$ cat src/rtl/fpacc_pkg.sv
// -----------------------------------------------------------------------------
// fpacc_pkg
//   Shared types and constants for the floating-point accumulator.
//   Contents:
//     state_t        accumulator state (IDLE / ACCUM / DONE)
//     SIGN_MASK      sign bit of an IEEE-754 single
//     EXP_ONES       all-ones exponent (Inf / NaN)
//     fp_sign/exp/mant  field slices of an IEEE-754 single
//     fp_is_special  1 when the exponent field is all ones
// -----------------------------------------------------------------------------
package fpacc_pkg;

  typedef enum logic [1:0] {
    IDLE  = 2'd0,   // no element accepted yet
    ACCUM = 2'd1,   // partial sum held in the accumulator
    DONE  = 2'd2    // result held, waiting for the consumer
  } state_t;

  localparam logic [31:0] SIGN_MASK = 32'h8000_0000;
  localparam logic [7:0]  EXP_ONES  = 8'hFF;

  function automatic logic fp_sign(input logic [31:0] value);
    return value[31];
  endfunction

  function automatic logic [7:0] fp_exp(input logic [31:0] value);
    return value[30:23];
  endfunction

  function automatic logic [22:0] fp_mant(input logic [31:0] value);
    return value[22:0];
  endfunction

  function automatic logic fp_is_special(input logic [31:0] value);
    return fp_exp(value) == EXP_ONES;
  endfunction

endpackage

$ cat src/rtl/fpacc_exc_det.sv
// -----------------------------------------------------------------------------
// fpacc_exc_det
//   Combinational Inf/NaN detector for one IEEE-754 single value.
//   Ports:
//     value   in  32  operand to inspect
//     is_exc  out 1   exponent field is all ones (Inf or NaN)
// -----------------------------------------------------------------------------
module fpacc_exc_det
  import fpacc_pkg::*;
(
  input  logic [31:0] value,
  output logic        is_exc
);

  assign is_exc = fp_is_special(value);

endmodule

$ cat src/rtl/fp_accumulator.sv
// -----------------------------------------------------------------------------
// fp_accumulator
//   Sums a stream of IEEE-754 single operands into one running total, with a
//   per-element add/subtract select. The floating-point adder lives outside:
//   this block drives its operands (add_a/add_b) and registers its sum (add_s)
//   once per accepted element. The total is returned on a valid/ready port.
//
//   Parameters:
//     CNT_W      element counter width; out_count saturates at 2**CNT_W-1
//
//   Ports:
//     clk        in   1      clock, rising edge
//     rst_n      in   1      asynchronous active-low reset
//     flush      in   1      synchronous abort back to IDLE
//     in_valid   in   1      input element valid
//     in_ready   out  1      element can be accepted this cycle
//     in_data    in   32     IEEE-754 single operand
//     in_sub     in   1      subtract in_data (sign bit inverted)
//     in_last    in   1      element closes the vector
//     add_a      out  32     to fp_adder.a (accumulator)
//     add_b      out  32     to fp_adder.b (signed operand)
//     add_s      in   32     from fp_adder.s (combinational sum)
//     out_valid  out  1      result valid
//     out_ready  in   1      consumer takes result
//     out_sum    out  32     vector total
//     out_count  out  CNT_W  elements accepted in the vector (saturating)
//     exc_flag   out  1      sticky Inf/NaN indicator
//
//   Build option:
//     FPACC_EXC_FLAG_EN  when defined, exc_flag sets on any accepted operand or
//                        sampled adder sum with an all-ones exponent and stays
//                        set until result handshake, flush or reset. When not
//                        defined, exc_flag is tied low and no detector exists.
// -----------------------------------------------------------------------------
module fp_accumulator
  import fpacc_pkg::*;
#(
  parameter int CNT_W = 8
) (
  input  logic             clk,
  input  logic             rst_n,
  input  logic             flush,
  input  logic             in_valid,
  output logic             in_ready,
  input  logic [31:0]      in_data,
  input  logic             in_sub,
  input  logic             in_last,
  output logic [31:0]      add_a,
  output logic [31:0]      add_b,
  input  logic [31:0]      add_s,
  output logic             out_valid,
  input  logic             out_ready,
  output logic [31:0]      out_sum,
  output logic [CNT_W-1:0] out_count,
  output logic             exc_flag
);

  localparam logic [CNT_W-1:0] CNT_ONE = CNT_W'(1);
  localparam logic [CNT_W-1:0] CNT_MAX = {CNT_W{1'b1}};

  state_t           state_reg;
  logic [31:0]      acc_reg;
  logic [CNT_W-1:0] count_reg;
  logic             out_valid_reg;

  logic [31:0]      signed_data;
  logic             accept;
  logic             handshake;

  // Subtraction is a plain sign flip, so it also works for the first element
  // where the adder is bypassed (and -0 survives).
  assign signed_data = in_data ^ (in_sub ? SIGN_MASK : 32'h0);

  assign in_ready  = (state_reg != DONE) && !flush;
  assign accept    = in_valid && in_ready;
  assign handshake = out_valid_reg && out_ready;

  assign add_a = acc_reg;
  assign add_b = signed_data;

  assign out_valid = out_valid_reg;
  assign out_sum   = acc_reg;
  assign out_count = count_reg;

  always_ff @(posedge clk or negedge rst_n) begin
    if (!rst_n) begin
      state_reg     <= IDLE;
      acc_reg       <= 32'h0;
      count_reg     <= '0;
      out_valid_reg <= 1'b0;
    end else if (flush) begin
      state_reg     <= IDLE;
      acc_reg       <= 32'h0;
      count_reg     <= '0;
      out_valid_reg <= 1'b0;
    end else begin
      case (state_reg)
        IDLE: begin
          if (accept) begin
            // First element loads directly: no adder round-trip, sign kept.
            acc_reg   <= signed_data;
            count_reg <= CNT_ONE;
            if (in_last) begin
              state_reg     <= DONE;
              out_valid_reg <= 1'b1;
            end else begin
              state_reg <= ACCUM;
            end
          end
        end
        ACCUM: begin
          if (accept) begin
            acc_reg <= add_s;
            if (count_reg != CNT_MAX) begin
              count_reg <= count_reg + CNT_ONE;
            end
            if (in_last) begin
              state_reg     <= DONE;
              out_valid_reg <= 1'b1;
            end
          end
        end
        DONE: begin
          // No bypass: a new vector can only start the cycle after handshake.
          if (out_ready) begin
            state_reg     <= IDLE;
            acc_reg       <= 32'h0;
            count_reg     <= '0;
            out_valid_reg <= 1'b0;
          end
        end
        default: begin
          state_reg     <= IDLE;
          acc_reg       <= 32'h0;
          count_reg     <= '0;
          out_valid_reg <= 1'b0;
        end
      endcase
    end
  end

`ifdef FPACC_EXC_FLAG_EN
  logic exc_reg;
  logic op_exc;
  logic sum_exc;

  fpacc_exc_det u_op_det (
    .value  (signed_data),
    .is_exc (op_exc)
  );

  fpacc_exc_det u_sum_det (
    .value  (add_s),
    .is_exc (sum_exc)
  );

  // add_s only counts when it is actually sampled, i.e. an ACCUM accept.
  always_ff @(posedge clk or negedge rst_n) begin
    if (!rst_n) begin
      exc_reg <= 1'b0;
    end else if (flush || handshake) begin
      exc_reg <= 1'b0;
    end else if (accept && (op_exc || ((state_reg == ACCUM) && sum_exc))) begin
      exc_reg <= 1'b1;
    end
  end

  assign exc_flag = exc_reg;
`else
  assign exc_flag = 1'b0;
`endif

endmodule

$ cat config.mk
export PLATFORM = sky130hd
export DESIGN_NAME = fp_accumulator
export DESIGN_NICKNAME = d
export VERILOG_FILES = /design/src/rtl/fpacc_pkg.sv /design/src/rtl/fpacc_exc_det.sv /design/src/rtl/fp_accumulator.sv
export SDC_FILE = /design/constraint.sdc
export NUM_CORES = 1
export LEC_CHECK = 0
export BUFFER_PORTS_ARGS = -buffer_cell sky130_fd_sc_hd__buf_4
export CORE_UTILIZATION = 42
export CTS_CLUSTER_SIZE = 40
export DETAILED_ROUTE_END_ITERATION = 6
export PLACE_DENSITY = 0.8
export SETUP_SLACK_MARGIN = 0.05
export SLEW_MARGIN = 0
export SYNTH_ARGS = -nofsm -noshare
export SYNTH_HDL_FRONTEND = slang
export SYNTH_SLANG_ARGS = --single-unit
export TNS_END_PERCENT = 50
$ cat constraint.sdc
create_clock -name clk -period 2.04 [get_ports clk]
set_input_delay 0 -clock clk [delete_from_list [all_inputs] [get_ports clk]]
set_output_delay 0 -clock clk [all_outputs]
set_load 0.005 [all_outputs]
==> metrics.txt <==
Leakage Power 1.86 nW; clock root buffer clkbuf_8; Reg2Reg Depth 4; Reg clk slew, reported paths 0.08 ns; worst r2r dst out_count[3]$_DFFE_PN0P_; Max Fclk 0.521 GHz; post-route total power 2.18 mW; final setup fails 0; Iteration-0 DRC Markers 53; Sink Count 43; max cap viols 0; DRC 0; first-pass GRT wire length 10.0 mm; Final Hold Fails 0; critical path arrival 2.10 ns; Post-CTS Setup Inserts 0; Worst Clk Skew 0.00787 ns; All-Layer GR Usage 19.8%; P&R area growth vs syn 40.5%; core area 0.00603 sq mm; Worst-Skew Late Latency 0.29 ns; Worst Slack Setup Final 0.122 ns; most frequent cells in the layout buf_4 (179), nand2_1 (41), dfrtp_1 (41), mux2i_1 (35), o31ai_1 (32); post-synthesis average cell area 9.57 sq um; H-tree depth 2; minimum clock period 1.92 ns; DR WL/cell 14.4 um; Critical Path Start state_reg[1]$_DFFE_PN0P_; Die ar. 0.00670 sq mm; Final Max Tran Viols 0; I/O Buffers 176; maximum VDD drop 283 uV; setup TNS 0 ns; Post-Syn Area 0.00268 sq mm; Antenna Violating Nets Remaining 0; CP Class reg -> reg; Synth Warn # 0; CTS Buffer Depth 2; top_reg_cell synth dfrtp_1; # diodes 0; status complete, no violations; Die Width 81.9 um; overall via count from detail_route 2,373; cells after synthesis 280; commonest non-fill, non-tap cell in the layout buf_4; ys async rst share 100%; CTS tree done; CTS Buf Count 5; Placement Setup Slack 0.119 ns; Synth cell types 34; R2R setup slack 0.12 ns; Tcrit/Tclk final 94.0%; share of cells above drive strength 1 49.2%; Slew HR 58.0%; synthesized flop and latch total 43; Final GP Congestion 0.826; DR pass1 iterations 4; largest net degree at the start of global routing 44; Worst Path Required 2.22 ns; num rows 28; path category of the worst min-delay check in -> reg; startpoint types flip-flop; fin area 0.00376 sq mm; reg-to-reg startpoint state_reg[1]$_DFFE_PN0P_; io pins 178; RSZ-0062 raised after global routing no; antenna violations before repair 0; Crit. End Element flip-flop; Post-synth EDFFs 0; Final #Nets 467; Starting Density 44.5%; routed wire length 6.78 mm; DP Area 0.00363 sq mm; Die Y-Extent 81.9 um; DR vias/cell 5.04; power per standard cell area 579 mW/mm^2; grt total ovfl 0; slew of the pin with the lowest slew margin 0.630 ns; syn_nets 352; number of global-route vias before repair 2,206; critical path capture point out_count[3]$_DFFE_PN0P_; DPL Wire Length 5.26 mm; register area share after synthesis 40.1%; CP max FO 9; max FFs per register 32
[cells by family after synthesis]
logic type	Yosys count	synth area share, %
and+or+nand+nor	70	12.8
DFF	43	40.1
AOI/OAI and AO/OA	47	12.1
adders and majority gates	1	0.467
muxes	35	13.1
other	1	0.140
buffers and inverters	82	20.9
xor gates and xnor gates	1	0.327
[Yosys cell counts (2+ instances only)]
cell type | count | area, sq um
nand3b_1 | 2 | 15.0
a21oi_1 | 8 | 40.0
nor2_1 | 4 | 15.0
mux2i_1 | 35 | 350
nand4_1 | 2 | 12.5
o31ai_1 | 32 | 240
nor4_1 | 2 | 12.5
inv_1 | 3 | 11.3
nand2_1 | 42 | 158
buf_4 | 65 | 488
clkbuf_1 | 5 | 18.8
nand2b_1 | 2 | 12.5
buf_2 | 7 | 35.0
dfrtp_1 | 43 | 1080
nor3_1 | 3 | 15.0
o21ai_1 | 2 | 10.0
o21ai_0 | 2 | 10.0
nand3_1 | 4 | 20.0
buf_1 | 2 | 7.51
[metrics by stage]
step / utilization [%] / instances / hold slack, ns
floorplan: - / 280 / -0.296
global placement: 60.3 / 458 / 0.0224
detailed placement: 60.3 / 458 / 0.0310
CTS: 62.5 / 471 / 0.0171
global route: 62.5 / 471 / 0.0558
finish: 62.5 / 471 / 0.0362
[metal layers]
| layer | routed length (um) | vias up | global-route usage, % | part of all wire (%) |
|---|---|---|---|---|
| met1 | 2490 | 1119 | 22.1 | 37 |
| met4 | 51 | 0 | 6.84 | 0.75 |
| met5 | 0 | - | 0 | 0 |
| met3 | 561 | 4 | 3.78 | 8.3 |
| met2 | 3670 | 106 | 37.0 | 54 |
| li1 | - | 1144 | - | - |
[power by group]
part	leakage (nW)	switching [mW]	total [mW]	internal [mW]
clock	0.0422	0.277	0.518	0.241
sequential	0.564	0.0668	0.994	0.927
combinational	1.25	0.270	0.666	0.396
total	1.86	0.615	2.18	1.56
[timing repair]
item,in CTS,in global routing
hold endpoints to repair,47,0
setup endpoints to repair,0,1
resized for setup,0,1
hold buffers,5,0
[final cells by class]
type	count	area, sq um
Clock buffer	7	76.3
Clock inverter	1	5.00
Fill cell	520	2260
Inverter	3	11.3
Multi-Input combinational cell	155	1050
Sequential cell	43	1080
Tap cell	75	93.8
Timing Repair Buffer	187	1450
[worst min path at each step]
stage                     from                        to  slack [ns]  cells past startpoint
global placement         rst_n      add_a[0]$_DFFE_PN0P_        0.02                      1
floorplan                rst_n      add_a[0]$_DFFE_PN0P_       -0.30                      0
global route        in_data[7]      add_a[7]$_DFFE_PN0P_        0.06                      3
CTS                   in_valid  state_reg[0]$_DFFE_PN0P_        0.02                      4
detailed placement       rst_n      add_a[0]$_DFFE_PN0P_        0.03                      1
finish                in_valid  state_reg[0]$_DFFE_PN0P_        0.04                      4
[critical path, stage by stage, from the launching register on]
cell	delay [ns]
dfrtp_2	0.46
or3b_4	0.44
or4_4	0.57
and3_1	0.19
o21a_1	0.16
Note: power is estimated with default switching activity, not from simulation.
